File: config.mk
export PLATFORM = sky130hd
export DESIGN_NAME = bidir_shift_reg_flat
export DESIGN_NICKNAME = d
export VERILOG_FILES = /design/src/rtl/bidir_shift_reg_if.sv /design/src/rtl/bidir_shift_reg.sv /design/src/flat_wrapper.sv
export SDC_FILE = /design/constraint.sdc
export NUM_CORES = 1
export LEC_CHECK = 0
export ABC_CLOCK_PERIOD_IN_PS = 800
export BUFFER_PORTS_ARGS = -buffer_cell sky130_fd_sc_hd__buf_2
export CAP_MARGIN = 5
export CORE_AREA = 2 2 39 41
export DETAILED_ROUTE_END_ITERATION = 7
export DIE_AREA = 0 0 41 43
export PLACE_DENSITY_LB_ADDON = 0.12
export SLEW_MARGIN = 40
export SYNTH_ARGS = -nofsm -noshare
export SYNTH_HDL_FRONTEND = slang
export SYNTH_SLANG_ARGS = --single-unit
File: constraint.sdc
create_clock -name clk -period 0.8 [get_ports clk]
set_clock_uncertainty 0.05 [all_clocks]
set_input_delay 0.12 -clock clk [delete_from_list [all_inputs] [get_ports clk]]
set_output_delay 0.12 -clock clk [all_outputs]
set_load 0.01 [all_outputs]
File: src/rtl/bidir_shift_reg_if.sv
// Port bundle for bidir_shift_reg: direction/serial controls in, parallel word out.
// No valid/ready handshake: every rising clk edge is a transfer. The master holds shift_left and
// serial_in stable around the edge, and data_out is valid from just after the edge until the next one.
interface bidir_shift_reg_if #(
  parameter int WIDTH = 4
);
  logic             shift_left;
  logic             serial_in;
  logic [WIDTH-1:0] data_out;

  modport master (
    output shift_left,
    output serial_in,
    input  data_out
  );

  modport slave (
    input  shift_left,
    input  serial_in,
    output data_out
  );
endinterface

File: src/rtl/bidir_shift_reg.sv
// Serial-in / parallel-out bidirectional shift register; shifts one place per clock in the
// direction selected by shift_left, with serial_in filling the vacated end.
module bidir_shift_reg #(
  parameter int WIDTH = 4
) (
  input  logic               clk,
  input  logic               rst,
  bidir_shift_reg_if.slave   bus
);

  logic [WIDTH-1:0] shreg;

  // Reset takes priority; otherwise the register always shifts, as there is no hold state.
  always_ff @(posedge clk) begin
    if (rst) begin
      shreg <= '0;
    end else if (bus.shift_left) begin
      shreg <= {shreg[WIDTH-2:0], bus.serial_in};
    end else begin
      shreg <= {bus.serial_in, shreg[WIDTH-1:1]};
    end
  end

  assign bus.data_out = shreg;

endmodule

File: src/flat_wrapper.sv
// flat-port wrapper written by rule: the top's interface ports become plain ports
module bidir_shift_reg_flat 
#(
  parameter int WIDTH = 4
)
  (clk, rst, bus_shift_left, bus_serial_in, bus_data_out);
  bidir_shift_reg_if #(.WIDTH(WIDTH)) bus_i ();
  input  logic clk;
  input  logic rst;
  input wire logic [$bits(bus_i.shift_left)-1:0] bus_shift_left;
  input wire logic [$bits(bus_i.serial_in)-1:0] bus_serial_in;
  output wire logic [$bits(bus_i.data_out)-1:0] bus_data_out;
  assign bus_i.shift_left = bus_shift_left;
  assign bus_i.serial_in = bus_serial_in;
  assign bus_data_out = bus_i.data_out;
  bidir_shift_reg #(.WIDTH(WIDTH)) u_core (.clk(clk), .rst(rst), .bus(bus_i));
endmodule
=== Yosys cells after proc, flatten, opt, wreduce, memory -nomap -nowiden ===
Index checks and enable logic that the tools add are counted.

* Div/mod/pow operators: 0
* Add/subtract/negate cells: 0
* Eq/ne operators: 0
* Muxes and demuxes: 1
* $mul: 0
* Bitwise gates (word level): 0
* $lt $le $gt $ge: 0
* Shift operators: 0
* Reduce and logical (&&, ||, !) cells: 0

{| class="wikitable"
|+ Operators by type and width
! operator !! number
|-
| two-way mux 4 bit || 1
|}

* RAM bits: 0
* Output and inout bits: 4
* Flip-flop bits (word level): 4
* Bits in latches: 0
* Memories: 0
* Memory bits (read-only): 0
* Input port bits: 4
* Logic and storage cells: 2

=== Longest topological paths before layout ===
Gate-level depths: netlist of the first run.

* Depth in word-level cells: 1
* Gate-level depth with buffers: 3
* Mapped depth without buffers: 2

=== Worst setup path after synthesis of the first run ===
OpenSTA, ideal clock, no wires.

* Path kind: register -> register
* Start: reg u_core.shreg[1], in the netlist u_core.bus.data_out[1]
* End: reg u_core.shreg[2], in the netlist u_core.bus.data_out[2]
* Setup time: 0.114 ns
* Data required time: 0.636 ns
* Arrival time: 0.494 ns
* Stages on the path, launching flop included: 3
* Buffers on the path: 0
* Clock period less this slack: 0.658 ns
* Path slack: 0.142 ns
* Cell sequence: dfxtp_1 > mux2i_1 > nor2_1

* Longest elaborated chain between the ends: 1

{| class="wikitable"
|+ Ends and longest elaborated chain
! what !! line !! RTL
|-
| start: declaration || bidir_shift_reg.sv:11 || <nowiki>logic [WIDTH-1:0] shreg;</nowiki>
|-
| start signal: assignment || bidir_shift_reg.sv:18 || <nowiki>shreg <= {shreg[WIDTH-2:0], bus.serial_in};</nowiki>
|-
| start signal: assignment || bidir_shift_reg.sv:20 || <nowiki>shreg <= {bus.serial_in, shreg[WIDTH-1:1]};</nowiki>
|-
| two-way mux 4 bit || bidir_shift_reg.sv:17 || <nowiki>end else if (bus.shift_left) begin</nowiki>
|}

No other way between the ends.
A chain may end at the register's enable or synchronous reset.

=== Worst setup path after layout of the first run ===
* Start: reg u_core.shreg[1], in the netlist u_core.bus.data_out[1]
* End: out bus_data_out[1]

{| class="wikitable"
|+ RTL lines
! what !! line !! RTL
|-
| end: declaration || flat_wrapper.sv:12 || <nowiki>output wire logic [$bits(bus_i.data_out)-1:0] bus_data_out;</nowiki>
|}

No word-level cell between the ends.

==> out/metrics.yaml, run 1 <==
run_status:
  status: "finished, violations left"
  violations: "negative setup slack"
sta:
  slew_headroom: 0.899
  max_freq_mhz: 1200
  hold_violations: 0
  setup_violations: 4
  fin_tns_setup_ns: -0.118
  slew_viol_final: 0
  layout_min_cycle_time_ns: 0.835
  setup_ws_ns: -0.0347
  worstMarginPinSlew_ns: 0.148
  fin_crit_sh: 1.04
  rsz0062_at_grt: "yes"
grt:
  grt_pass1_wl_um: 552
  grt_pass1_vias: 156
  grt_use_total: 0.0573
  overflow: 0
  grt_antenna_before_repair: 0
  grt_max_degree: 5
yosys:
  synth_top_family_by_area: "multiplexers"
  synth_xor_area_frac: 0
  ys_seq_area_frac: 0.571
  synth_top_cell_area_share: 0.571
  synth-edff-count: 0
  synthAdderAreaFrac: 0
  yosys.area_share.simple: 0.107
  synthCells: 13
  synth.area.mux_share: 0.286
  synth.cell_area_um2: 140
  synth-seq-cells: 4
  async_flop_share: 0
  ys_top_cells_by_area: "dfxtp_1 (57%), mux2i_1 (29%), nor2_1 (11%), clkbuf_2 (3.6%)"
  yosysTopAreaCell: "dfxtp_1"
  synth_compound_gate_area_share: 0
  synthDistinctLibCells: 4
  syn_area_per_cell_um2: 10.8
  synthFlopType: "dfxtp_1"
  syn_nets: 17
  yosys_warnings: 0
  synthTopCellsByCount: "dfxtp_1 (4), mux2i_1 (4), nor2_1 (4)"
critical_path:
  cp_num_buf_inv: 1
  cpMaxStageDelayCell: "dfxtp_2"
  crit_type: "reg2out"
  path_cells: "buf_6"
  worstPathArrival_ns: 0.66
  reg2reg_depth: 3
  crit_family: "flip-flops"
  r2r_end: "u_core.bus.data_out[1]"
  cp_num_cells: 1
  r2r_slack_ns: 0
  required_ns: 0.63
  crit_fanout: 2
  cpPeakStageDelay_ns: 0.32
  r2r-start: "u_core.bus.data_out[2]"
  start_kind: "register"
  worstSetupEndpointType: "output port"
placed_design:
  dpl_cell_area_um2: 190
  gp_congestion: 0.655
  place_inst: 35
  port_buffers: 7
finish:
  drive_above_1_share: 0.708
  area_growth_pct: 89.3
  antenna_cells: 0
  largest_reg_flops: 4
  final_util: 0.192
  postLayoutCellArea_um2: 265
  stdcell_count: 40
  layout.nets: 30
power_and_ir_drop:
  power_density_nw_per_um2: 1930
  swShare: 0.199
  ir_drop_mv: 0.376
  total_leakage_power_nw: 0.123
  intPower_uw: 410
  p_seq_frac: 0.422
  p_switching_uw: 102
  clock_power_share: 0.471
  combPwrFrac: 0.107
worst_hold_path:
  hold_start: "rst"
  min_to: "u_core.bus.data_out[1]"
  hold-path-cell-count: 2
  worstHoldPathType: "in2reg"
floorplanning:
  core_region_area_um2: 1380
  die-area_um2: 1760
  row_count: 14
  start_util: 0.101
  die_w_um: 41
  die_height_um: 43
  io-pin-count: 8
detailed_routing:
  drtAntennaViolNets: 0
  vias_per_cell: 3.15
  vias: 126
  routedWlPerCell_um: 8.95
  drc_errors: 0
  wirelength_um: 358
  initialDrtViolationCount: 0
  dr.pass1.iters: 1
cts:
  path_clk_slew_ns: 0.04
  cts_tree: "built"
  clock-root-buffer: "clkbuf_4"
  ctsHoldBuffers: 0
  cts_max_level: 1
  clkLatencyLatePin_ns: 0.23
  cts_sinks: 4
  cts_buffers: 3
  clockBufferDepth: 2
run:
  maxCapViolations: 0
-- power groups by stage --
stage	clock, mW	combinational (mW)	sequential [mW]
finish	0.241	0.0549	0.216
detailed placement	0	0.0385	0.216
global route	0.272	0.0602	0.217
global placement	0	0.0395	0.216
floorplan	0	0.0179	0.219
CTS	0.257	0.0522	0.215
-- repair_timing --
item / in CTS / in global routing
gates resized for setup: 8 / 2
endpoints found under the hold margin: 0 / 0
setup endpoints to repair: 4 / 8
buffers inserted: 2 / 0
gates cloned: 0 / 0
pin swaps: 0 / 1
-- worst max path at each step --
stage                           startpoint                endpoint  slack, ns
finish              u_core.bus.data_out[1]         bus_data_out[1]      -0.03
global route        u_core.bus.data_out[0]         bus_data_out[0]      -0.07
CTS                 u_core.bus.data_out[1]         bus_data_out[1]      -0.05
detailed placement          bus_shift_left  u_core.bus.data_out[1]       0.12
global placement            bus_shift_left  u_core.bus.data_out[1]       0.10
floorplan           u_core.bus.data_out[1]  u_core.bus.data_out[2]       0.14
-- cells in the final DEF (no fill, tap or decap), drive strengths merged --
cell,count
nor2,4
buf,9
mux2i,4
dfxtp,4
clkbuf,3
-- routing by layer --
metal	vias up	wire, um	GRT usage
met5	-	0	0
met1	57	115	0.0387
met3	0	38	0.0471
met2	5	204	0.0750
met4	0	0	0.0800
li1	64	-	-
-- cell families after synthesis --
| family | after synthesis |
|---|---|
| buffers and inverters | 1 |
| muxes | 4 |
| DFF | 4 |
| and+or+nand+nor | 4 |
-- through the flow --
step | power [mW] | hold slack, ns | worst slack [ns]
final | 0.512 | 0.0415 | -0.0347
after global routing | 0.549 | 0.0497 | -0.0655
after CTS | 0.525 | 0.0393 | -0.0471
after detailed placement | 0.254 | 0.284 | 0.119
after global placement | 0.256 | 0.293 | 0.103
after floorplan | 0.237 | 0.142 | 0.142
-- layout make-up --
cell class | instances | area [um^2]
Multi-Input combinational cell | 8 | 58.8
Tap cell | 16 | 20.0
Fill cell | 167 | 1120
Sequential cell | 4 | 85.1
Timing Repair Buffer | 9 | 78.8
Clock buffer | 3 | 22.5
No activity file was read; power rests on OpenSTA's default activity.
==> inputs of run 2 (changes only) <==
- ABC_CLOCK_PERIOD_IN_PS: 800 -> 1000
- SLEW_MARGIN: 40 -> default
- clock period: 0.8 -> 1 ns (I/O delays scaled with it)
==> run 2 against run 1 <==
The run now ends clean. Sequential power is 21% lower. Sequential cell count did not move. First-iteration DRC count rose by 2. Critical path type unchanged. Global-route usage fell by 0.21 points. Non-clock buffer count decreased by 2.
==> out/metrics.yaml, run 2 (synthesis results as in run 1) <==
finish:
  layout.nets: 28  # -6.7%
  layout_commonest_cell: "buf_2"
  largest_reg_flops: 4  # unchanged
  most-common-layout-cells: "buf_2 (7), mux2i_1 (4), nor2_1 (4), dfxtp_1 (4), clkbuf_4 (3)"
  multi_input_area_um2: 55.1  # -6.4%
  antenna_cells: 0  # unchanged
  nFillCells: 155  # -7.2%
  regArea_um2: 80.1  # -5.9%
  postLayoutCellArea_um2: 213  # -20%
  drive_above_1_share: 0.455  # -0.254
  area_growth_pct: 51.8
cts:
  cts_tree: "built"
  cts_max_level: 1  # unchanged
  clkLatencyLatePin_ns: 0.23  # about the same
  path_clk_slew_ns: 0.04  # about the same
  ctsHoldBuffers: 0  # unchanged
  post_cts_resized: 0  # -8
  clock-root-buffer: "clkbuf_4"
  cts_sinks: 4  # unchanged
  clockBufferDepth: 2  # unchanged
  post_cts_buffers: 0  # -2
  cts_buffers: 3  # unchanged
sta:
  hold_violations: 0  # unchanged
  setup_ws_ns: 0.0933  # +0.128 ns
  worstMarginPinSlew_ns: 0.132  # -0.0165 ns
  fin_crit_sh: 0.907
  setup_violations: 0  # -4
  fin_tns_setup_ns: 0  # +0.118 ns
  max_freq_mhz: 1100
  rsz0062_at_grt: "no"
  slew_viol_final: 0  # unchanged
  slew_headroom: 0.910  # +0.0105
  layout_min_cycle_time_ns: 0.907
placed_design:
  hpwl_um: 252
  dpl_cell_area_um2: 190  # unchanged
  port_buffers: 7  # unchanged
  place_ws_ns: 0.274  # +0.154 ns
  gp_congestion: 0.604  # -7.8%
grt:
  overflow: 0  # unchanged
  grt_pass1_wl_um: 510  # -7.6%
  grt_pass1_vias: 126  # -19%
  grt_antenna_before_repair: 0  # unchanged
  grt_max_degree: 5  # unchanged
  grt_use_total: 0.0552  # -0.00212
power_and_ir_drop:
  p_seq_frac: 0.432  # +0.010
  power_density_nw_per_um2: 1850  # -4.1%
  clock_power_share: 0.491  # +0.020
  total_leakage_power_nw: 0.110  # -11%
  intPower_uw: 316  # -23%
  swShare: 0.198  # -0.00135
  combPwrFrac: 0.077  # -0.030
  p_switching_uw: 78.0  # -24%
  ir_drop_mv: 0.550  # +46%
worst_hold_path:
  worstHoldPathType: "in2reg"
detailed_routing:
  drtAntennaViolNets: 0  # unchanged
  vias_per_cell: 3.16  # +0.25%
  dr.pass1.iters: 2  # +1
  drc_errors: 0  # unchanged
  vias: 120  # -4.8%
  wirelength_um: 293  # -18%
  routedWlPerCell_um: 7.71  # -14%
  initialDrtViolationCount: 2  # +2
critical_path:
  required_ns: 0.80  # +0.17 ns
  worstPathArrival_ns: 0.71  # +0.05 ns
  path_cells: "buf_2"
  cp_num_buf_inv: 1  # unchanged
  start_kind: "register"
  worstSetupEndpointType: "output port"
  cpPeakStageDelay_ns: 0.34  # +0.02 ns
  cpMaxStageDelayCell: "dfxtp_1"
  crit_family: "flip-flops"
  crit_fanout: 3  # +1
  crit_type: "reg2out"
floorplanning:
  start_util: 0.101  # unchanged
  row_count: 14  # unchanged
  die_height_um: 43  # unchanged
  core_region_area_um2: 1380  # unchanged
  io-pin-count: 8  # unchanged
  die_w_um: 41  # unchanged
  die-area_um2: 1760  # unchanged
run_status:
  status: "finished clean"
run:
  maxCapViolations: 0  # unchanged
[run 2: area by class of cell]
class                      count  area share
sequential                     4       0.376
tap                           16      0.0941
timing repair buffer           7       0.165
clock buffer                   3       0.106
multi-input combinational      8       0.259
[run 2: worst paths after layout]
check | start | end | slack, ns | depth (start not counted)
worst max-delay path | u_core.bus.data_out[2] | bus_data_out[2] | 0.09 | 1
worst min-delay path | rst | u_core.bus.data_out[2] | 0.07 | 2
worst max register to register | u_core.bus.data_out[2] | u_core.bus.data_out[1] | 0.33 | 2
worst min register to register | u_core.bus.data_out[3] | u_core.bus.data_out[2] | 0.44 | 2
[run 2: power groups by stage]
| stage | Sequential [mW] | Clock, mW | Combinational, mW |
|---|---|---|---|
| 2_1_floorplan | 0.175 | 0 | 0.0143 |
| 3_3_place_gp | 0.173 | 0 | 0.0315 |
| 3_5_place_dp | 0.173 | 0 | 0.0311 |
| 4_1_cts | 0.170 | 0.207 | 0.0312 |
| 5_1_grt | 0.171 | 0.234 | 0.0341 |
| 6_report | 0.170 | 0.193 | 0.0304 |
[run 2: through the flow]
| step | power (mW) | util | cells | hold WS [ns] |
|---|---|---|---|---|
| global route | 0.439 | 0.154 | 38 | 0.0631 |
| global placement | 0.204 | 0.137 | 35 | 0.316 |
| finish | 0.394 | 0.154 | 38 | 0.0650 |
| CTS | 0.408 | 0.154 | 38 | 0.0543 |
| floorplan | 0.190 | - | 13 | 0.172 |
| detailed placement | 0.204 | 0.137 | 35 | 0.307 |
[run 2: metal layers]
layer  global-route usage  part of all wire  vias to the layer above
li1                     -                 -                       63
met1               0.0481              0.45                       50
met2               0.0500              0.40                        7
met3               0.0785              0.15                        0
met4               0.0600                 0                        0
met5                    0                 0                        -
